===== config.mk =====
export PLATFORM = sky130hd
export DESIGN_NAME = fifo_req_arbiter
export DESIGN_NICKNAME = d
export VERILOG_FILES = /design/src/rtl/fifos_if_pkg.sv /design/src/rtl/rr_priority_pick.sv /design/src/rtl/fifo_req_arbiter.sv
export SDC_FILE = /design/constraint.sdc
export NUM_CORES = 1
export LEC_CHECK = 0
export BUFFER_PORTS_ARGS = -buffer_cell sky130_fd_sc_hd__buf_2
export CORE_AREA = 3 3 149 151
export CTS_BUF_LIST = sky130_fd_sc_hd__clkbuf_2 sky130_fd_sc_hd__clkbuf_4 sky130_fd_sc_hd__clkbuf_8
export CTS_CLUSTER_DIAMETER = 40
export CTS_CLUSTER_SIZE = 12
export DETAILED_ROUTE_END_ITERATION = 10
export DIE_AREA = 0 0 152 154
export PLACE_DENSITY_LB_ADDON = 0.1
export SLEW_MARGIN = 20
export SYNTH_ARGS = -nofsm -noshare
export SYNTH_HDL_FRONTEND = slang
export SYNTH_SLANG_ARGS = --single-unit

===== constraint.sdc =====
create_clock -name clk -period 4.8 [get_ports clk]
set_clock_uncertainty 0.2 [all_clocks]
set_input_delay 0.48 -clock clk [delete_from_list [all_inputs] [get_ports clk]]
set_output_delay 0.48 -clock clk [all_outputs]
set_load 0.05 [all_outputs]

===== src/rtl/fifos_if_pkg.sv =====
// Flit-format constants and arbiter state encoding shared by the send-request
// path (arbiter and FIFO interface).
package fifos_if_pkg;

    localparam int DATA_LINE_WIDTH    = 64;
    localparam int CONTROL_LINE_WIDTH = 6;
    localparam int TAIL_BIT           = 0;
    localparam int W                  = DATA_LINE_WIDTH + CONTROL_LINE_WIDTH;

    typedef enum logic {
        IDLE   = 1'b0,
        LOCKED = 1'b1
    } arb_state_e;

endpackage


===== src/rtl/rr_priority_pick.sv =====
// Rotating priority encoder: the first set request at or after ptr_i, wrapping
// modulo N, wins. Purely combinational.
module rr_priority_pick #(
    parameter int N    = 4,
    parameter int LOGN = 2
) (
    input  logic [N-1:0]    req_i,
    input  logic [LOGN-1:0] ptr_i,
    output logic [N-1:0]    gnt_o,
    output logic [LOGN-1:0] idx_o,
    output logic            found_o
);

    always_comb begin
        gnt_o   = '0;
        idx_o   = '0;
        found_o = 1'b0;
        // Walk from farthest to nearest so the lowest offset from ptr_i wins.
        for (int i = N - 1; i >= 0; i--) begin
            if (req_i[(int'(ptr_i) + i) % N]) begin
                idx_o   = LOGN'((int'(ptr_i) + i) % N);
                found_o = 1'b1;
            end
        end
        if (found_o) gnt_o[idx_o] = 1'b1;
    end

endmodule


===== src/rtl/fifo_req_arbiter.sv =====
// Packet-aware round-robin arbiter in front of the send-request FIFO write
// port; holds the grant from head flit to tail flit so packets never interleave.
module fifo_req_arbiter
    import fifos_if_pkg::*;
#(
    parameter int NUM_REQ            = 4,
    parameter int LOG2_NUM_REQ       = 2,
    parameter int DATA_LINE_WIDTH    = fifos_if_pkg::DATA_LINE_WIDTH,
    parameter int CONTROL_LINE_WIDTH = fifos_if_pkg::CONTROL_LINE_WIDTH,
    parameter int TAIL_BIT           = fifos_if_pkg::TAIL_BIT,
    localparam int FW                = DATA_LINE_WIDTH + CONTROL_LINE_WIDTH
) (
    input  logic                  clk,
    input  logic                  rst,
    input  logic [NUM_REQ-1:0]    i_req_valid,
    input  logic [NUM_REQ*FW-1:0] i_req_bits,
    output logic [NUM_REQ-1:0]    o_req_ready,
    output logic [FW-1:0]         o_sreq_inbits,
    output logic                  o_sreq_wen,
    input  logic                  i_sreq_fifo_full,
    output logic [NUM_REQ-1:0]    o_grant,
    output logic                  o_locked,
    output logic [15:0]           o_pkt_count
);

    arb_state_e              state_q, state_d;
    logic [LOG2_NUM_REQ-1:0] owner_q, owner_d;
    logic [LOG2_NUM_REQ-1:0] rr_ptr_q, rr_ptr_d;
    logic [15:0]             pkt_count_q, pkt_count_d;

    logic [NUM_REQ-1:0]      pick_gnt;
    logic [LOG2_NUM_REQ-1:0] pick_idx;
    logic                    pick_found;

    logic [FW-1:0]           req_flit [NUM_REQ];
    logic [NUM_REQ-1:0]      grant;
    logic [LOG2_NUM_REQ-1:0] gidx;
    logic                    has_grant;
    logic [FW-1:0]           sel_flit;
    logic                    wen;
    logic                    is_tail;
    logic [LOG2_NUM_REQ-1:0] gidx_next;

    rr_priority_pick #(
        .N    (NUM_REQ),
        .LOGN (LOG2_NUM_REQ)
    ) u_pick (
        .req_i   (i_req_valid),
        .ptr_i   (rr_ptr_q),
        .gnt_o   (pick_gnt),
        .idx_o   (pick_idx),
        .found_o (pick_found)
    );

    always_comb begin
        for (int k = 0; k < NUM_REQ; k++) req_flit[k] = i_req_bits[k*FW +: FW];
    end

    always_comb begin
        grant     = '0;
        gidx      = pick_idx;
        has_grant = pick_found;
        if (state_q == LOCKED) begin
            gidx        = owner_q;
            has_grant   = 1'b1;
            grant[gidx] = 1'b1;
        end else begin
            grant = pick_gnt;
        end
        sel_flit  = has_grant ? req_flit[gidx] : '0;
        wen       = (|(i_req_valid & grant)) && !i_sreq_fifo_full;
        is_tail   = sel_flit[DATA_LINE_WIDTH + TAIL_BIT];
        gidx_next = (gidx == LOG2_NUM_REQ'(NUM_REQ - 1)) ? '0
                                                          : gidx + LOG2_NUM_REQ'(1);
    end

    always_comb begin
        state_d     = state_q;
        owner_d     = owner_q;
        rr_ptr_d    = rr_ptr_q;
        pkt_count_d = pkt_count_q;
        if (wen) begin
            if (is_tail) begin
                state_d     = IDLE;
                rr_ptr_d    = gidx_next;
                pkt_count_d = pkt_count_q + 16'd1;
            end else begin
                state_d = LOCKED;
                owner_d = gidx;
            end
        end
    end

    always_ff @(posedge clk or posedge rst) begin
        if (rst) begin
            state_q     <= IDLE;
            owner_q     <= '0;
            rr_ptr_q    <= '0;
            pkt_count_q <= '0;
        end else begin
            state_q     <= state_d;
            owner_q     <= owner_d;
            rr_ptr_q    <= rr_ptr_d;
            pkt_count_q <= pkt_count_d;
        end
    end

    // Outputs are forced quiet while reset is held, independent of requesters.
    always_comb begin
        o_grant       = rst ? '0 : grant;
        o_sreq_wen    = rst ? 1'b0 : wen;
        o_req_ready   = rst ? '0 : (grant & {NUM_REQ{wen}});
        o_sreq_inbits = rst ? '0 : sel_flit;
        o_locked      = rst ? 1'b0 : (state_q == LOCKED);
        o_pkt_count   = rst ? '0 : pkt_count_q;
    end

endmodule


**Yosys cells after proc, flatten, opt, wreduce, memory -nomap -nowiden**

Index checks and enable logic that the tools add are counted.
W data, S select, Z words.

- $add $sub $neg: 5
- $lt $le $gt $ge: 9
- Eq/ne operators: 1
- Multiplexer cells: 39
- Bitwise gates (word level): 7
- Reduce and logical (&&, ||, !) cells: 10

Operators by type and width:

| kind | number |
|---|---|
| $mux W70 | 4 |
| $bmux W70 S2 | 1 |
| $mux W1 | 17 |
| $add A16 B1 Y16 const B | 1 |
| $mux W16 | 1 |
| $mux W4 | 4 |
| $lt A3 B4 Y1 const B | 3 |
| $mux W2 | 6 |
| $lt A2 B3 Y1 const B | 3 |
| $and A4 B4 Y4 | 2 |
| $bmux W1 S2 | 4 |
| $reduce_or A2 Y1 | 3 |
| $add A2 B1 Y2 const B | 2 |
| $add A2 B2 Y2 const B | 2 |
| $demux W1 S2 | 2 |
| $ge A2 B1 Y1 const B | 2 |
| $reduce_and A2 Y1 | 2 |
| $reduce_or A4 Y1 | 1 |
| $and A1 B1 Y1 const A | 3 |
| $ge A3 B3 Y1 const B | 1 |
| $logic_and A1 B1 Y1 | 3 |
| $not A2 Y3 | 1 |
| $eq A2 B2 Y1 const B | 1 |
| $logic_not A1 Y1 | 1 |
| $not A1 Y1 | 1 |

- Bits in registers: 21
- Bits of input ports: 287
- Output and inout bits: 96
- Logic and storage cells: 75

**Depth between registers and ports, before layout**

- Depth after elaboration: 21
- Mapped depth: 11
- Mapped depth without buffers: 8

**Modules after synthesis**

A second synthesis with hierarchy kept.

- Cell total of the unflattened synthesis: 337
- Area, all modules: 3724.8 sq um

Modules (own cells, without submodules):

| module | times used | cells an instance | area each (sq um) | sequential area each (sq um) |
|---|---|---|---|---|
| fifo_req_arbiter | 1 | 309 | 3548.4 | 525.5 |
| rr_priority_pick | 1 | 28 | 176.4 | 0.0 |

**Worst setup path after synthesis**

No wires, ideal clock.

- Kind: input -> output
- Start point: input port i_req_valid[0]
- End point: output port o_sreq_inbits[0]
- Arrival time: 3.041 ns
- Data required time: 4.120 ns
- Slack: 1.079 ns
- Cell stages on the path: 9
- Cell sequence: a21o_1 > a21oi_1 > o22ai_1 > o21ai_1 > buf_2 > buf_4 > buf_4 > mux2i_1 > a211oi_1

- Word-level cells in the longest chain between the ends: 14
- Elaborated cells on any way between the ends: 27
- Those cells by class: mux: 26; bitwise: 1

Ends and longest elaborated chain:

| what | RTL line | RTL |
|---|---|---|
| from (decl) | fifo_req_arbiter.sv:15 | `input logic [NUM_REQ-1:0] i_req_valid,` |
| $bmux W1 S2 | rr_priority_pick.sv:20 | `if (req_i[(int'(ptr_i) + i) % N]) begin` |
| $mux W1 (implied by the code) (2 in series) | rr_priority_pick.sv:20 |  |
| $mux W2 (4 in series) | rr_priority_pick.sv:20 |  |
| $mux W2 | fifo_req_arbiter.sv:63 | `if (state_q == LOCKED) begin` |
| $not A2 Y3 (implied by the code) | fifo_req_arbiter.sv:70 | `sel_flit = has_grant ? req_flit[gidx] : '0;` |
| $bmux W70 S2 | fifo_req_arbiter.sv:70 |  |
| $mux W70 (implied by the code) (2 in series) | fifo_req_arbiter.sv:70 |  |
| $mux W70 * | fifo_req_arbiter.sv:70 |  |
| $mux W70 * | fifo_req_arbiter.sv:113 | `o_sreq_inbits = rst ? '0 : sel_flit;` |
| to (decl) | fifo_req_arbiter.sv:18 | `output logic [FW-1:0] o_sreq_inbits,` |

Every way passes the cells marked *; elsewhere a longest branch is shown, timed or not. The select of a mux whose other input is x is not followed.

**Final worst setup path**

- Start point: register rr_ptr_q[1]
- End point: output port o_sreq_inbits[30]

- Word-level cells in the longest chain between the ends: 15
- Elaborated cells on any way between the ends: 30
- Those cells by class: add/sub: 3; mux: 26; bitwise: 1

Ends and longest elaborated chain:

| what | RTL line | RTL |
|---|---|---|
| from (decl) | fifo_req_arbiter.sv:28 | `logic [LOG2_NUM_REQ-1:0] rr_ptr_q, rr_ptr_d;` |
| from (signal assigned) | fifo_req_arbiter.sv:103 | `rr_ptr_q <= rr_ptr_d;` |
| $add A2 B2 Y2 | rr_priority_pick.sv:20, rr_priority_pick.sv:21 |  |
| $bmux W1 S2 | rr_priority_pick.sv:20 |  |
| $mux W1 (implied by the code) (2 in series) | rr_priority_pick.sv:20 |  |
| $mux W2 (4 in series) | rr_priority_pick.sv:20 |  |
| $mux W2 | fifo_req_arbiter.sv:63 |  |
| $not A2 Y3 (implied by the code) | fifo_req_arbiter.sv:70 |  |
| $bmux W70 S2 | fifo_req_arbiter.sv:70 |  |
| $mux W70 (implied by the code) (2 in series) | fifo_req_arbiter.sv:70 |  |
| $mux W70 * | fifo_req_arbiter.sv:70 |  |
| $mux W70 * | fifo_req_arbiter.sv:113 |  |

Marks and branches as above.

==> run_results.csv <==
group,metric,value,unit
floorplan,ios,383,
min_path,whs_path_depth,1,
yosys,synth_edf_count,0,
floorplan,die_w,152,µm
critical_path,worstPathArrival,2.90,ns
cells_and_area,nets,1105,
drt,drt_iter0_markers,156,
yosys,synth_cell_types,47,
clock_network,cts_setup_buffers,0,
cells_and_area,syn_to_final_growth,56.24,%
clock_network,path_clk_slew,0.08,ns
cells_and_area,postLayoutCoreUtil,28.95,%
floorplan,dieArea,23410,µm²
timing,finalSetupViolCount,0,
clock_network,cts_sinks,21,
drt,dr.pass1.iters,4,
timing,hold_violations,0,
clock_network,cts_htree_levels,1,
place,routabilityCongestion,0.7426,
timing,max_freq,279.1,MHz
drt,via_per_inst,4.353,
drt,drt-total-wl,18.30,mm
yosys,synth_nets,756,
clock_network,ctsHoldBuffers,0,
floorplan,start_util,18.53,%
place,placed_cells,1087,
cells_and_area,instances_no_fill,1091,
timing,slew_violations,0,
place,portBuffers,382,
power_and_ir_drop,power.total,3.714,mW
global_route,antenna_found_initial,1,
place,hpwl,14.93,mm
yosys,syn_area,3882,µm²
drt,routedWlPerCell,16.77,µm
critical_path,cp-start-kind,"flop",
power_and_ir_drop,p_comb_share,88.8,%
critical_path,critPathBufInv,2,
critical_path,criticalPathCategory,"flop to output pin",
power_and_ir_drop,power_density,612.3,nW/µm²
critical_path,ff2ff_path_depth,7,
yosys,synth_top_area_cell,"mux2_2",
yosys,netlist_instances,468,
critical_path,crit-reg2reg-launch,"rr_ptr_q[1]",
global_route,grt_pass1_wl,27.52,mm
critical_path,r2r_slack,1.77,ns
outcome,outcome,"complete, no violations",
drt,vias,4749,
power_and_ir_drop,peakVddDrop,339.9,µV
yosys,async_flop_share,100.0,%
yosys,seq_area_frac_synth,13.54,%
flow_run,drv_cap,0,
min_path,min_delay_worst_endpoint,"pkt_count_q[15]",
drt,drc,0,
timing,rsz0062_at_grt,"no",
timing,relSlewSlack,59.04,%
power_and_ir_drop,power.internal,1.399,mW
cells_and_area,drive_above_1_share,58.58,%
global_route,grt_max_degree,102,
timing,tightestPinTransition,0.6145,ns
clock_network,cts-root-buf,"clkbuf_8",
timing,min_period,3.583,ns
critical_path,rr_endpoint,"pkt_count_q[1]",
critical_path,cp_slowest_stage_delay,0.51,ns
clock_network,post_cts_resize_count,0,
clock_network,clk_path_buf_depth,2,
timing,post-route-period-util,74.65,%
floorplan,core-area,20960,µm²
yosys,synth-seq-cells,21,
yosys,synth_top_area_share,20.30,%
critical_path,crit_slowest_cell,"dfrtp_1",
clock_network,cts_buffers,3,
cells_and_area,diodes,0,
min_path,min-delay-start,"pkt_count_q[15]",
critical_path,critPathMaxFanout,77,
power_and_ir_drop,p_seq_share,8.1,%
yosys,ys.flop_type,"dfrtp_1",
drt,route.antenna.remaining_nets,0,
yosys,synth.top_cells.by_count,"80 x nor2_1, 72 x mux2i_1, 70 x mux2_2, 69 x a211oi_1, 26 x clkbuf_1",
timing,setup-tns-final,0,ns
yosys,synth_warnings,0,
global_route,overflow,0,
critical_path,cpLargestDelayFamily,"compound AO/OA/AOI/OAI gates",
clock_network,cts_tree,"built",
critical_path,cp.required,4.12,ns
global_route,grt_pass1_vias,4926,
global_route,grtUsageTotal,14.28,%
yosys,synth.avg_cell_area,8.296,µm²
power_and_ir_drop,p_leak,3.094,nW
yosys,synth_most_common_cell,"nor2_1",
timing,setup_ws,1.217,ns
min_path,min_path_type,"flop to flop",
power_and_ir_drop,power_switching,2.315,mW
floorplan,die_h,154,µm
power_and_ir_drop,p_sw_share,62.33,%
critical_path,crit_chain,"a21o_1, a21oi_1, o22ai_1, o21ai_4, buf_12, mux2_2, nor2_1, a211oi_1, buf_2",
floorplan,row_count,53,
critical_path,endpoint_kind,"output pin",
yosys,synth_area_leaders,"mux2_2 20%, mux2i_1 19%, dfrtp_1 14%",
power_and_ir_drop,clockPowerShare,3.1,%
place,place_ws,1.391,ns
clock_network,clock_latency,0.26,ns
-- logic make-up after synthesis --
family / after synthesis / share of synthesized area [%]
DFF: 21 / 13.54
xor gates and xnor gates: 15 / 3.384
AOI/OAI and AO/OA: 93 / 18.40
and+or+nand+nor: 142 / 18.08
adders and majority gates: 1 / 0.3222
buffers and inverters: 51 / 6.542
muxes: 145 / 39.74
-- metal layers --
layer	up-vias	track usage [%]	wire length (µm)
li1	2435	-	-
met1	2117	16.73	7297
met2	183	27.43	9730
met3	12	2.702	1056
met4	2	2.098	200
met5	-	0	13
-- metrics by stage --
stage,cell area (µm²),hold slack [ns]
finish,6066,0.2785
global route,6066,0.3203
CTS,6066,0.2840
detailed placement,6020,0.2690
global placement,6020,0.2630
floorplan,3882,0.2380
-- worst register-to-register path, cell delays in order (launching register included) --
cell,delay (ns)
dfrtp_1,0.55
mux2i_1,0.15
nor2_2,0.25
a311oi_1,0.12
o32a_1,0.44
o221a_2,0.37
nor2b_4,0.47
mux2_1,0.38
-- flip-flops by register name, summed over array words and instances, names as in the netlist --
name	flops
state_q	1
owner_q	2
pkt_count_q	16
rr_ptr_q	2
-- power groups by stage --
stage	sequential (mW)	combinational, mW	clock (mW)
global placement	0.308	3.35	0
floorplan	0.256	2.68	0
detailed placement	0.305	3.33	0
CTS	0.302	3.34	0.122
global route	0.312	3.53	0.130
finish	0.302	3.30	0.116
-- worst max-delay path by stage --
stage	startpoint	cells past startpoint	slack (ns)	to
after floorplan	i_req_valid[0]	9	1.08	o_sreq_inbits[0]
after global placement	i_req_valid[0]	10	1.38	o_sreq_inbits[5]
after detailed placement	i_req_valid[0]	10	1.39	o_sreq_inbits[5]
after CTS	rr_ptr_q[1]	9	1.21	o_sreq_inbits[5]
after global routing	rr_ptr_q[1]	9	1.01	o_sreq_inbits[5]
final	rr_ptr_q[1]	9	1.22	o_sreq_inbits[30]
-- placed cells by master (no fill, tap or decap), types with 7 or more instances in the layout --
cell type and instances:
nand2b_1 7, mux2_2 70, buf_2 382, mux2i_1 72, dfrtp_1 21, a211oi_1 69
xnor2_1 14, nor2_1 80, nand4_1 9, nor2b_1 19
-- final cells by class --
cell class	count	area, µm²
Inverter	6	22.52
Tap cell	275	344.1
Clock inverter	1	5.005
Clock buffer	3	41.29
Timing Repair Buffer	389	2002
Fill cell	2363	14890
Multi-Input combinational cell	396	3126
Sequential cell	21	525.5
Note: power is estimated with default switching activity, not from simulation.
